==> src/rtl/mask_index_encoder_pkg.sv <==
// Shared constants and helpers for the sparse-mask index encoder.
// Index numbering is MSB-first: index i corresponds to mask bit (WIDTH-1-i).
package mask_index_encoder_pkg;

    localparam int MASK_W = 16;

    localparam logic [0:0] ST_IDLE = 1'b0;
    localparam logic [0:0] ST_BUSY = 1'b1;

    function automatic int idx_width(input int width);
        return (width < 2) ? 1 : $clog2(width);
    endfunction

endpackage

==> src/rtl/mask_index_encoder_if.sv <==
// Mask-in / index-out valid-ready bundle; master drives masks and accepts indices,
// slave is the encoder.
interface mask_index_encoder_if #(
    parameter int WIDTH = mask_index_encoder_pkg::MASK_W
);
    localparam int IDX_W = mask_index_encoder_pkg::idx_width(WIDTH);

    logic [WIDTH-1:0] mask_i;
    logic             mask_val;
    logic             mask_rdy;
    logic [IDX_W-1:0] idx_o;
    logic             idx_val;
    logic             idx_rdy;
    logic             idx_last;
    logic             idx_empty;

    modport master (
        output mask_i, mask_val, idx_rdy,
        input  mask_rdy, idx_o, idx_val, idx_last, idx_empty
    );

    modport slave (
        input  mask_i, mask_val, idx_rdy,
        output mask_rdy, idx_o, idx_val, idx_last, idx_empty
    );

endinterface

==> src/rtl/mask_index_encoder_prio_enc_msb.sv <==
// Combinational priority encoder: index of the highest set bit (MSB = index 0),
// plus any-bit and exactly-one-bit flags.
module mask_index_encoder_prio_enc_msb #(
    parameter int WIDTH = 16,
    parameter int IDX_W = 4
) (
    input  logic [WIDTH-1:0] vec,
    output logic [IDX_W-1:0] idx,
    output logic             any,
    output logic             single
);

    // Ascending scan so the highest set bit is the last assignment to win.
    // NOTE: idx gets a default before the loop so no path leaves it unassigned (no latch).
    always_comb begin
        idx = '0;
        for (int pos = 0; pos < WIDTH; pos++) begin
            if (vec[pos]) idx = IDX_W'(WIDTH - 1 - pos);
        end
    end

    assign any    = |vec;
    assign single = any && ((vec & (vec - WIDTH'(1))) == '0);

endmodule

==> src/rtl/mask_index_encoder.sv <==
// Sequential sparse-mask encoder: emits the MSB-first index of every set bit of a
// mask, one beat per cycle; an all-zero mask produces a single empty beat.
module mask_index_encoder
    import mask_index_encoder_pkg::*;
#(
    parameter int WIDTH = MASK_W
) (
    input logic                  clk,
    input logic                  rst_n,
    mask_index_encoder_if.slave  bus
);

    localparam int               IDX_W   = idx_width(WIDTH);
    localparam logic [IDX_W-1:0] MAX_IDX = IDX_W'(WIDTH - 1);

    logic [0:0]       state;
    logic [WIDTH-1:0] rem;
    logic             empty_r;

    logic [IDX_W-1:0] enc_idx;
    logic             enc_any;
    logic             enc_single;
    logic [WIDTH-1:0] clr_bit;
    logic             busy;
    logic             last_fire;

    mask_index_encoder_prio_enc_msb #(
        .WIDTH (WIDTH),
        .IDX_W (IDX_W)
    ) u_prio_enc (
        .vec    (rem),
        .idx    (enc_idx),
        .any    (enc_any),
        .single (enc_single)
    );

    assign busy          = (state == ST_BUSY);
    assign bus.idx_val   = busy;
    assign bus.idx_o     = (busy && enc_any) ? enc_idx : '0;
    assign bus.idx_last  = busy && (enc_single || empty_r);
    assign bus.idx_empty = busy && empty_r;

    assign last_fire    = bus.idx_val && bus.idx_last && bus.idx_rdy;
    // Combinational from idx_rdy so the next mask loads on the final-beat edge.
    assign bus.mask_rdy = rst_n && ((state == ST_IDLE) || last_fire);

    assign clr_bit = WIDTH'(1) << (MAX_IDX - enc_idx);

    // NOTE: all state updates use non-blocking assignments so every register samples pre-edge values.
    always_ff @(posedge clk) begin
        // NOTE: rem is a plain register (not a memory), so resetting it is cheap and keeps outputs X-free.
        if (!rst_n) begin
            state   <= ST_IDLE;
            rem     <= '0;
            empty_r <= 1'b0;
        end else if (state == ST_IDLE) begin
            if (bus.mask_val) begin
                state   <= ST_BUSY;
                rem     <= bus.mask_i;
                empty_r <= (bus.mask_i == '0);
            end
        end else if (bus.idx_rdy) begin
            if (bus.idx_last) begin
                if (bus.mask_val) begin
                    rem     <= bus.mask_i;
                    empty_r <= (bus.mask_i == '0);
                end else begin
                    state   <= ST_IDLE;
                    rem     <= '0;
                    empty_r <= 1'b0;
                end
            end else begin
                rem <= rem & ~clr_bit;
            end
        end
    end

endmodule

==> src/flat_wrapper.sv <==
// flat-port wrapper written by rule: the top's interface ports become plain ports
module mask_index_encoder_flat import mask_index_encoder_pkg::*;
#(
    parameter int WIDTH = MASK_W
)
  (clk, rst_n, bus_mask_i, bus_mask_val, bus_idx_rdy, bus_mask_rdy, bus_idx_o, bus_idx_val, bus_idx_last, bus_idx_empty);
  mask_index_encoder_if #(.WIDTH(WIDTH)) bus_i ();
  input logic clk;
  input logic rst_n;
  input wire logic [$bits(bus_i.mask_i)-1:0] bus_mask_i;
  input wire logic [$bits(bus_i.mask_val)-1:0] bus_mask_val;
  input wire logic [$bits(bus_i.idx_rdy)-1:0] bus_idx_rdy;
  output wire logic [$bits(bus_i.mask_rdy)-1:0] bus_mask_rdy;
  output wire logic [$bits(bus_i.idx_o)-1:0] bus_idx_o;
  output wire logic [$bits(bus_i.idx_val)-1:0] bus_idx_val;
  output wire logic [$bits(bus_i.idx_last)-1:0] bus_idx_last;
  output wire logic [$bits(bus_i.idx_empty)-1:0] bus_idx_empty;
  assign bus_i.mask_i = bus_mask_i;
  assign bus_i.mask_val = bus_mask_val;
  assign bus_i.idx_rdy = bus_idx_rdy;
  assign bus_mask_rdy = bus_i.mask_rdy;
  assign bus_idx_o = bus_i.idx_o;
  assign bus_idx_val = bus_i.idx_val;
  assign bus_idx_last = bus_i.idx_last;
  assign bus_idx_empty = bus_i.idx_empty;
  mask_index_encoder #(.WIDTH(WIDTH)) u_core (.clk(clk), .rst_n(rst_n), .bus(bus_i));
endmodule
==> config.mk <==
export PLATFORM = sky130hd
export DESIGN_NAME = mask_index_encoder_flat
export DESIGN_NICKNAME = d
export VERILOG_FILES = /design/src/rtl/mask_index_encoder_pkg.sv /design/src/rtl/mask_index_encoder_if.sv /design/src/rtl/mask_index_encoder_prio_enc_msb.sv /design/src/rtl/mask_index_encoder.sv /design/src/flat_wrapper.sv
export SDC_FILE = /design/constraint.sdc
export NUM_CORES = 1
export LEC_CHECK = 0
export BUFFER_PORTS_ARGS = -buffer_cell sky130_fd_sc_hd__buf_2
export CAP_MARGIN = 40
export CORE_MARGIN = 2
export CORE_UTILIZATION = 30
export CTS_CLUSTER_SIZE = 25
export DETAILED_ROUTE_END_ITERATION = 12
export GPL_TIMING_DRIVEN = 0
export PLACE_DENSITY_LB_ADDON = 0.05
export RECOVER_POWER = 100
export SYNTH_ARGS = -nofsm -noshare
export SYNTH_HDL_FRONTEND = slang
export SYNTH_HIERARCHICAL = 1
export SYNTH_SLANG_ARGS = --single-unit
==> constraint.sdc <==
create_clock -name clk -period 2.9 [get_ports clk]
set_input_delay 0.29 -clock clk [delete_from_list [all_inputs] [get_ports clk]]
set_output_delay 0.29 -clock clk [all_outputs]
set_load 0.02 [all_outputs]
# ---- Word-level counts from Yosys, hierarchy flattened
# Index checks and enable logic that the tools add are counted.
dict set report totals {
  output_inout_bits 8
  regBits 18
  word_cells 58
  input_bits 20
}
dict set report classes {
  addsub 2
  n_mux 31
  n_eq_ne 2
  shift 1
  reduce_logical 15
  bitwise 4
}
# cell n
set op_table {}
lappend op_table {{$mux 16} 5}
lappend op_table {{$mux 4} 17}
lappend op_table {{$and 16x16->16} 2}
lappend op_table {{$logic_not 16->1} 2}
lappend op_table {{$not 16->16} 1}
lappend op_table {{$reduce_or 16->1} 1}
lappend op_table {{$shl 1x4->16 const A} 1}
lappend op_table {{$sub 16x1->16 const B} 1}
lappend op_table {{$mux 1} 9}
lappend op_table {{$logic_and 1x1->1} 7}
lappend op_table {{$sub 4x4->4 const A} 1}
lappend op_table {{$reduce_and 3->1} 1}
lappend op_table {{$logic_or 1x1->1} 2}
lappend op_table {{$ne 2x1->1 const B} 1}
lappend op_table {{$ne 2x2->1 const B} 1}
lappend op_table {{$reduce_and 2->1} 1}
lappend op_table {{$reduce_bool 2->1} 1}
lappend op_table {{$not 1->1} 1}

# ---- Logic depth before layout (Yosys ltp)
dict set report depth {
  depth_word 23
  mapped_depth 10
  ltp_nobuf 8
}

# ---- Cells and area by module
# The synthesis kept the hierarchy.
# mod area_each_um2 seq_area_each_um2 instances cells_per_inst
set modules_own_cells {}
lappend modules_own_cells {mask_index_encoder 997.2 360.3 1 99}
lappend modules_own_cells {mask_index_encoder_prio_enc_msb 326.6 0.0 1 54}

# ---- Worst setup path after synthesis
# OpenSTA, ideal clock, no wires.
dict set report synth_timing {
  path_type {register to output}
  start {register u_core.rem[3]}
  end {output bus_mask_rdy}
  path_stages_with_launch 8
  arrival_ps 2365
  setup_slack_ps 245
  required_time_ps 2610
  n_path_buf 0
  path_cell_list {dfxtp_1 -> or4_4 -> maj3_2 -> nor3_2 -> nor2_1 -> nor4_2 -> o21ai_0 -> a21boi_0}
}
dict set report synth_between {
  elab_chain_cells 10
  elab_cells_between_ends 11
  cone_classes {add/sub: 1; bitwise: 1; reduce/logical: 9}
}
# item line
set synth_lines {}
lappend synth_lines {{start: declaration} mask_index_encoder.sv:17} ;# logic [WIDTH-1:0] rem;
lappend synth_lines {{start signal: assignment} mask_index_encoder.sv:59} ;# rem <= bus.mask_i;
lappend synth_lines {{start signal: assignment} mask_index_encoder.sv:65} ;# rem <= bus.mask_i;
lappend synth_lines {{start signal: assignment} mask_index_encoder.sv:73} ;# rem <= rem & ~clr_bit;
lappend synth_lines {{$sub 16x1->16} mask_index_encoder_prio_enc_msb.sv:23} ;# assign single = any && ((vec & (vec - WIDTH'(1))) == '0);
lappend synth_lines {{$and 16x16->16} mask_index_encoder_prio_enc_msb.sv:23}
lappend synth_lines {{$logic_not 16->1} mask_index_encoder_prio_enc_msb.sv:23}
lappend synth_lines {{$logic_and 1x1->1 (*)} mask_index_encoder_prio_enc_msb.sv:23}
lappend synth_lines {{via u_core.enc_single} mask_index_encoder.sv:22} ;# logic enc_single;
lappend synth_lines {{$logic_or 1x1->1 (*)} mask_index_encoder.sv:40} ;# assign bus.idx_last = busy && (enc_single || empty_r);
lappend synth_lines {{$logic_and 1x1->1 (*)} mask_index_encoder.sv:40}
lappend synth_lines {{$logic_and 1x1->1 (*) (2 in series)} mask_index_encoder.sv:43} ;# assign last_fire = bus.idx_val && bus.idx_last && bus.idx_rdy;
lappend synth_lines {{$logic_or 1x1->1 (*)} mask_index_encoder.sv:45} ;# assign bus.mask_rdy = rst_n && ((state == ST_IDLE) || last_fire);
lappend synth_lines {{$logic_and 1x1->1 (*)} mask_index_encoder.sv:45}
lappend synth_lines {{end: declaration} flat_wrapper.sv:13} ;# output wire logic [$bits(bus_i.mask_rdy)-1:0] bus_mask_rdy;
# Mark *: on every way through the listed nets, which the timed path passes. The rest lies on a longest branch.

# ---- Worst setup path in the final report
dict set report layout_timing {
  start {register u_core.rem[0]}
  end {register u_core.rem[4]}
}
dict set report layout_between {
  elab_cells_between_ends 30
  cone_classes {add/sub: 2; shift: 1; mux: 19; bitwise: 3; reduce/logical: 5}
}
# item line
set layout_lines {}
lappend layout_lines {{$sub 16x1->16} mask_index_encoder_prio_enc_msb.sv:23}
lappend layout_lines {{$and 16x16->16} mask_index_encoder_prio_enc_msb.sv:23}
lappend layout_lines {{$logic_not 16->1} mask_index_encoder_prio_enc_msb.sv:23}
lappend layout_lines {{$logic_and 1x1->1 (*)} mask_index_encoder_prio_enc_msb.sv:23}
lappend layout_lines {{via u_core.enc_single} mask_index_encoder.sv:22}
lappend layout_lines {{$logic_or 1x1->1 (*)} mask_index_encoder.sv:40}
lappend layout_lines {{$logic_and 1x1->1 (*)} mask_index_encoder.sv:40}
lappend layout_lines {{$mux 16 (*)} mask_index_encoder.sv:63} ;# if (bus.idx_last) begin
lappend layout_lines {{$mux 16 (*)} mask_index_encoder.sv:62} ;# end else if (bus.idx_rdy) begin
lappend layout_lines {{$mux 16 (*)} mask_index_encoder.sv:56} ;# end else if (state == ST_IDLE) begin
# Mark *: on every way through the listed nets, which the timed path passes. The rest lies on a longest branch. The select of a mux whose other input is x is not followed.
# A chain may end at the register's enable or synchronous reset.

==> results.md <==
* Result of the run: completed
* Setup slack after placement at -0.2448 ns
* Worst hold path cell count at 2
* Worst Hold Endpoint: u_core/rem[15]
* Clock-pin slew of the registers on the worst-case setup and hold paths at 0.08 ns
* Biggest cell delay along the critical path at about 0.57 ns
* Post-synthesis average cell area at between 8 and 9 um^2
* Total gr overflow at 0
* Clock buffer count from CTS at 3
* Design Power at roughly 1.1 mW
* Synthesized-area fraction occupied by and/or/nand/nor cells at 0.3006
* Number of antenna-violating nets in the routed design at 0
* Starting Density at 0.3083
* Final weighted congestion in routability-driven placement at slightly above 0.8
* Crit-path max FO at 5
* TritonCTS clock tree: done
* Share of the clock period used by the worst path after layout at 0.9783
* Worst R2R Setup Slack at between 0.06 and 0.07 ns
* Tmin final at roughly 2.8 ns
* Part of the Yosys area used for sequential elements at 0.2722
* Die width at between 70 and 80 um
* Commonest register cell after synthesis: dfxtp_1
* Wire length of the first global-routing pass at ~6800 um
* Post-layout worst setup margin at 0.06282 ns
* CP startpoint: u_core/rem[0]
* Wire length per cell after detailed routing at around 18 um
* Total number of H-tree levels at 1
* Cell area after synthesis at 1324 um^2
* Type of the tightest min-delay check: input pin to flop
* Quantity of hold-fixing buffers added after cts at 0
* Synth-to-layout area growth at 29.11%
* Syn nets at approximately 170
* Arrival time worst endpoint at about 3 ns
* Type of the setup path with the least slack: flop to flop
* Reg2reg path depth at 11
* Syn. warnings at 6
* Actual slew at the worst max-slew pin at about 0.66 ns
* Critical Path Start Type: flop
* Unrepaired setup endpoints after global routing: yes
* Cells after synthesis at 153
* Vert. Die Dim at roughly 70 um
* Max-Cap Viols at 0
* Area enclosed by the die boundary at around 5000 um^2
* Worst slew margin relative to its limit at 0.5592
* Global-route usage over all layers at 0.1746
* Number of input and output port buffers inserted at 27
* Routed via count divided by cell count at between 5 and 6
* Drt initial violations at a little over 90
* Synth cell types at ~50
* Cells along the critical path: or4_4 -> maj3_2 -> nor3_2 -> nor2_2 -> nor4_4 -> buf_4 -> or3b_4 -> buf_6 -> buf_8 -> o21ai_2 -> a32o_2
* Setup-violating endpoint count in the final report at 0
* Cell with the largest stage delay on the worst path: or4_4
* Number of iterations in the first detailed-routing pass at 4
* Via count at around 1500
* Clock Sink Count at 18
* Req. time, crit path at roughly 3 ns
* Xor/xnor share of the synthesized area at 0
* Critical path capture point type: flop
* Dominant combinational cell family by area after synthesis: compound AO/OA/AOI/OAI gates
* Achievable clock frequency at between 300 and 400 MHz
* Seq cells post-synth at 18
* Most frequent standard cell in the layout excluding fill and tap cells: buf_2
* Min-Delay Startpoint: bus_mask_i[15]
* Post-route DRC violation count at 0
* Final net count at between 200 and 250
* Number of standard-cell rows in the floorplan at 24
* IR Drop Worst-Case VDD at approximately 0.25 mV
* Mux contribution to synthesized area at 0.01607
* Post-Synth Adder-Cell Area at 0.008507
* Total leakage power at slightly above 0.7 nW
* Clk Tree Root Cell: clkbuf_8
* Share of the synthesized area in compound gates (AO/OA/AOI/OAI) at 0.3355
* Async S/R FF share, synth at 0
* Commonest cells after routing, fill and taps aside: buf_2 (25), dfxtp_1 (15), o21ai_0 (13), o21ai_2 (10), a32o_1 (9)
* Reg-to-Reg Start: u_core/rem[0]
* Maximum buffer depth of the clock tree at 2
* Pin count of the biggest net entering global routing at 11
* Half-perimeter wire length of the detailed placement result at approximately 3200 um
* Maximum clock skew at final layout at approximately 0.009 ns
* Number of diodes added for antenna fixing at 0
* Total wirelength of the detailed-routed design at approximately 4400 um
* Number of ports placed on the die boundary at 28
* Antenna violations before repair at 0
* Total power per unit cell area at 616.8 nW/um^2
* Share of layout cells above drive strength 1 at 0.4084
* Number of enable-type register cells in the synthesized netlist at 0
* Source-to-sink clock delay at the later pin of the worst-skew pair at 0.25 ns
* Core Box Area at around 4300 um^2
* Max Slew Vio Count at 0
* Number of global-route vias before repair at 1309
* Hold Vio Cnt, Final at 0
* Endpoint of the lowest-slack register-to-register path: u_core/rem[4]
worst max path at each step:
| stage | endpoint | slack, ns | cells after the start |
|---|---|---|---|
| finish | u_core/rem[4] | 0.06 | 11 |
| floorplan | bus_mask_rdy | 0.25 | 7 |
| detailed placement | u_core/rem[10] | -0.24 | 9 |
| CTS | u_core/rem[7] | -0.03 | 11 |
| global route | bus_mask_rdy | -0.04 | 8 |
| global placement | u_core/rem[7] | -0.20 | 9 |
metrics by stage:
step / hold WS, ns / instances / utilization / area, um^2 / TNS, ns
finish: 0.2564 / 243 / 0.3980 / 1709 / 0
global route: 0.2553 / 243 / 0.3980 / 1709 / -0.1797
CTS: 0.2567 / 239 / 0.3779 / 1623 / -0.1302
detailed placement: 0.4973 / 232 / 0.3549 / 1524 / -2.375
global placement: 0.5007 / 232 / 0.3549 / 1524 / -1.972
floorplan: 0.4158 / 153 / - / 1324 / 0
per-layer routing:
layer / up-vias / track usage / part of all wire
met2: 47 / 0.2809 / 0.47
met5: - / 0 / 0
li1: 708 / - / -
met1: 692 / 0.2467 / 0.46
met4: 0 / 0.04487 / 0.010
met3: 4 / 0.02020 / 0.058
cells by family after synthesis:
kind of cell,count (synthesis)
adders and majority gates,1
muxes,2
AOI/OAI and AO/OA,60
DFF,18
buffers and inverters,15
and+or+nand+nor,57
registers in the layout, summed over array words and instances, names as in the netlist:
signal and flops:
u_core/rem 16, u_core/empty_r 1, u_core/bus.idx_val 1
power by group:
group	total (mW)	leakage, nW	switching [mW]	internal [mW]
combinational	0.540	0.533	0.295	0.244
sequential	0.307	0.149	0.0376	0.270
clock	0.207	0.0288	0.0866	0.121
total	1.05	0.711	0.419	0.635
worst max-delay path, delay by kind of cell (launching register included):
| family | cells | cell delay, ns |
|---|---|---|
| flops | 1 | 0.36 |
| compound gates | 2 | 0.32 |
| buf+inv | 3 | 0.42 |
| simple gates | 5 | 1.29 |
| fa+ha+maj | 1 | 0.33 |
synth_stat cells (2+ instances only):
library cell | number | area (um^2)
inv_1 | 4 | 15.01
and3_1 | 4 | 25.02
dfxtp_1 | 18 | 360.4
o21ai_1 | 6 | 30.03
buf_2 | 5 | 25.02
clkbuf_1 | 2 | 7.510
nor4_1 | 6 | 37.54
nor4b_1 | 4 | 35.03
nor4bb_1 | 4 | 40.04
a21oi_1 | 6 | 30.03
a211oi_1 | 2 | 15.01
a32o_2 | 7 | 78.83
nand2_1 | 5 | 18.77
o21ai_0 | 14 | 70.07
and4bb_2 | 2 | 25.02
and4_1 | 2 | 17.52
nor3_1 | 3 | 15.01
and4b_1 | 4 | 40.04
or4_1 | 3 | 22.52
o21ai_2 | 3 | 26.28
o21a_1 | 2 | 15.01
a21boi_0 | 2 | 15.01
nand3_1 | 2 | 10.01
buf_4 | 2 | 15.01
nor2_1 | 9 | 33.78
a32o_1 | 9 | 90.09
layout make-up:
type	instances	area, um^2
buffer	11	66.31
tap	52	65.06
timing repair buffer	34	210.2
inverter	4	15.01
clock buffer	4	55.05
multi-input combinational	120	930.9
fill	442	2585
sequential	18	366.6
timing repair:
item / 4_1_cts / 5_1_grt
endpoints found under the setup margin: 11 / 20
gates cloned: 0 / 2
pin swaps: 2 / 13
buffers inserted: 3 / 2
resized for setup: 8 / 15
(Power assumes the default switching activity.)
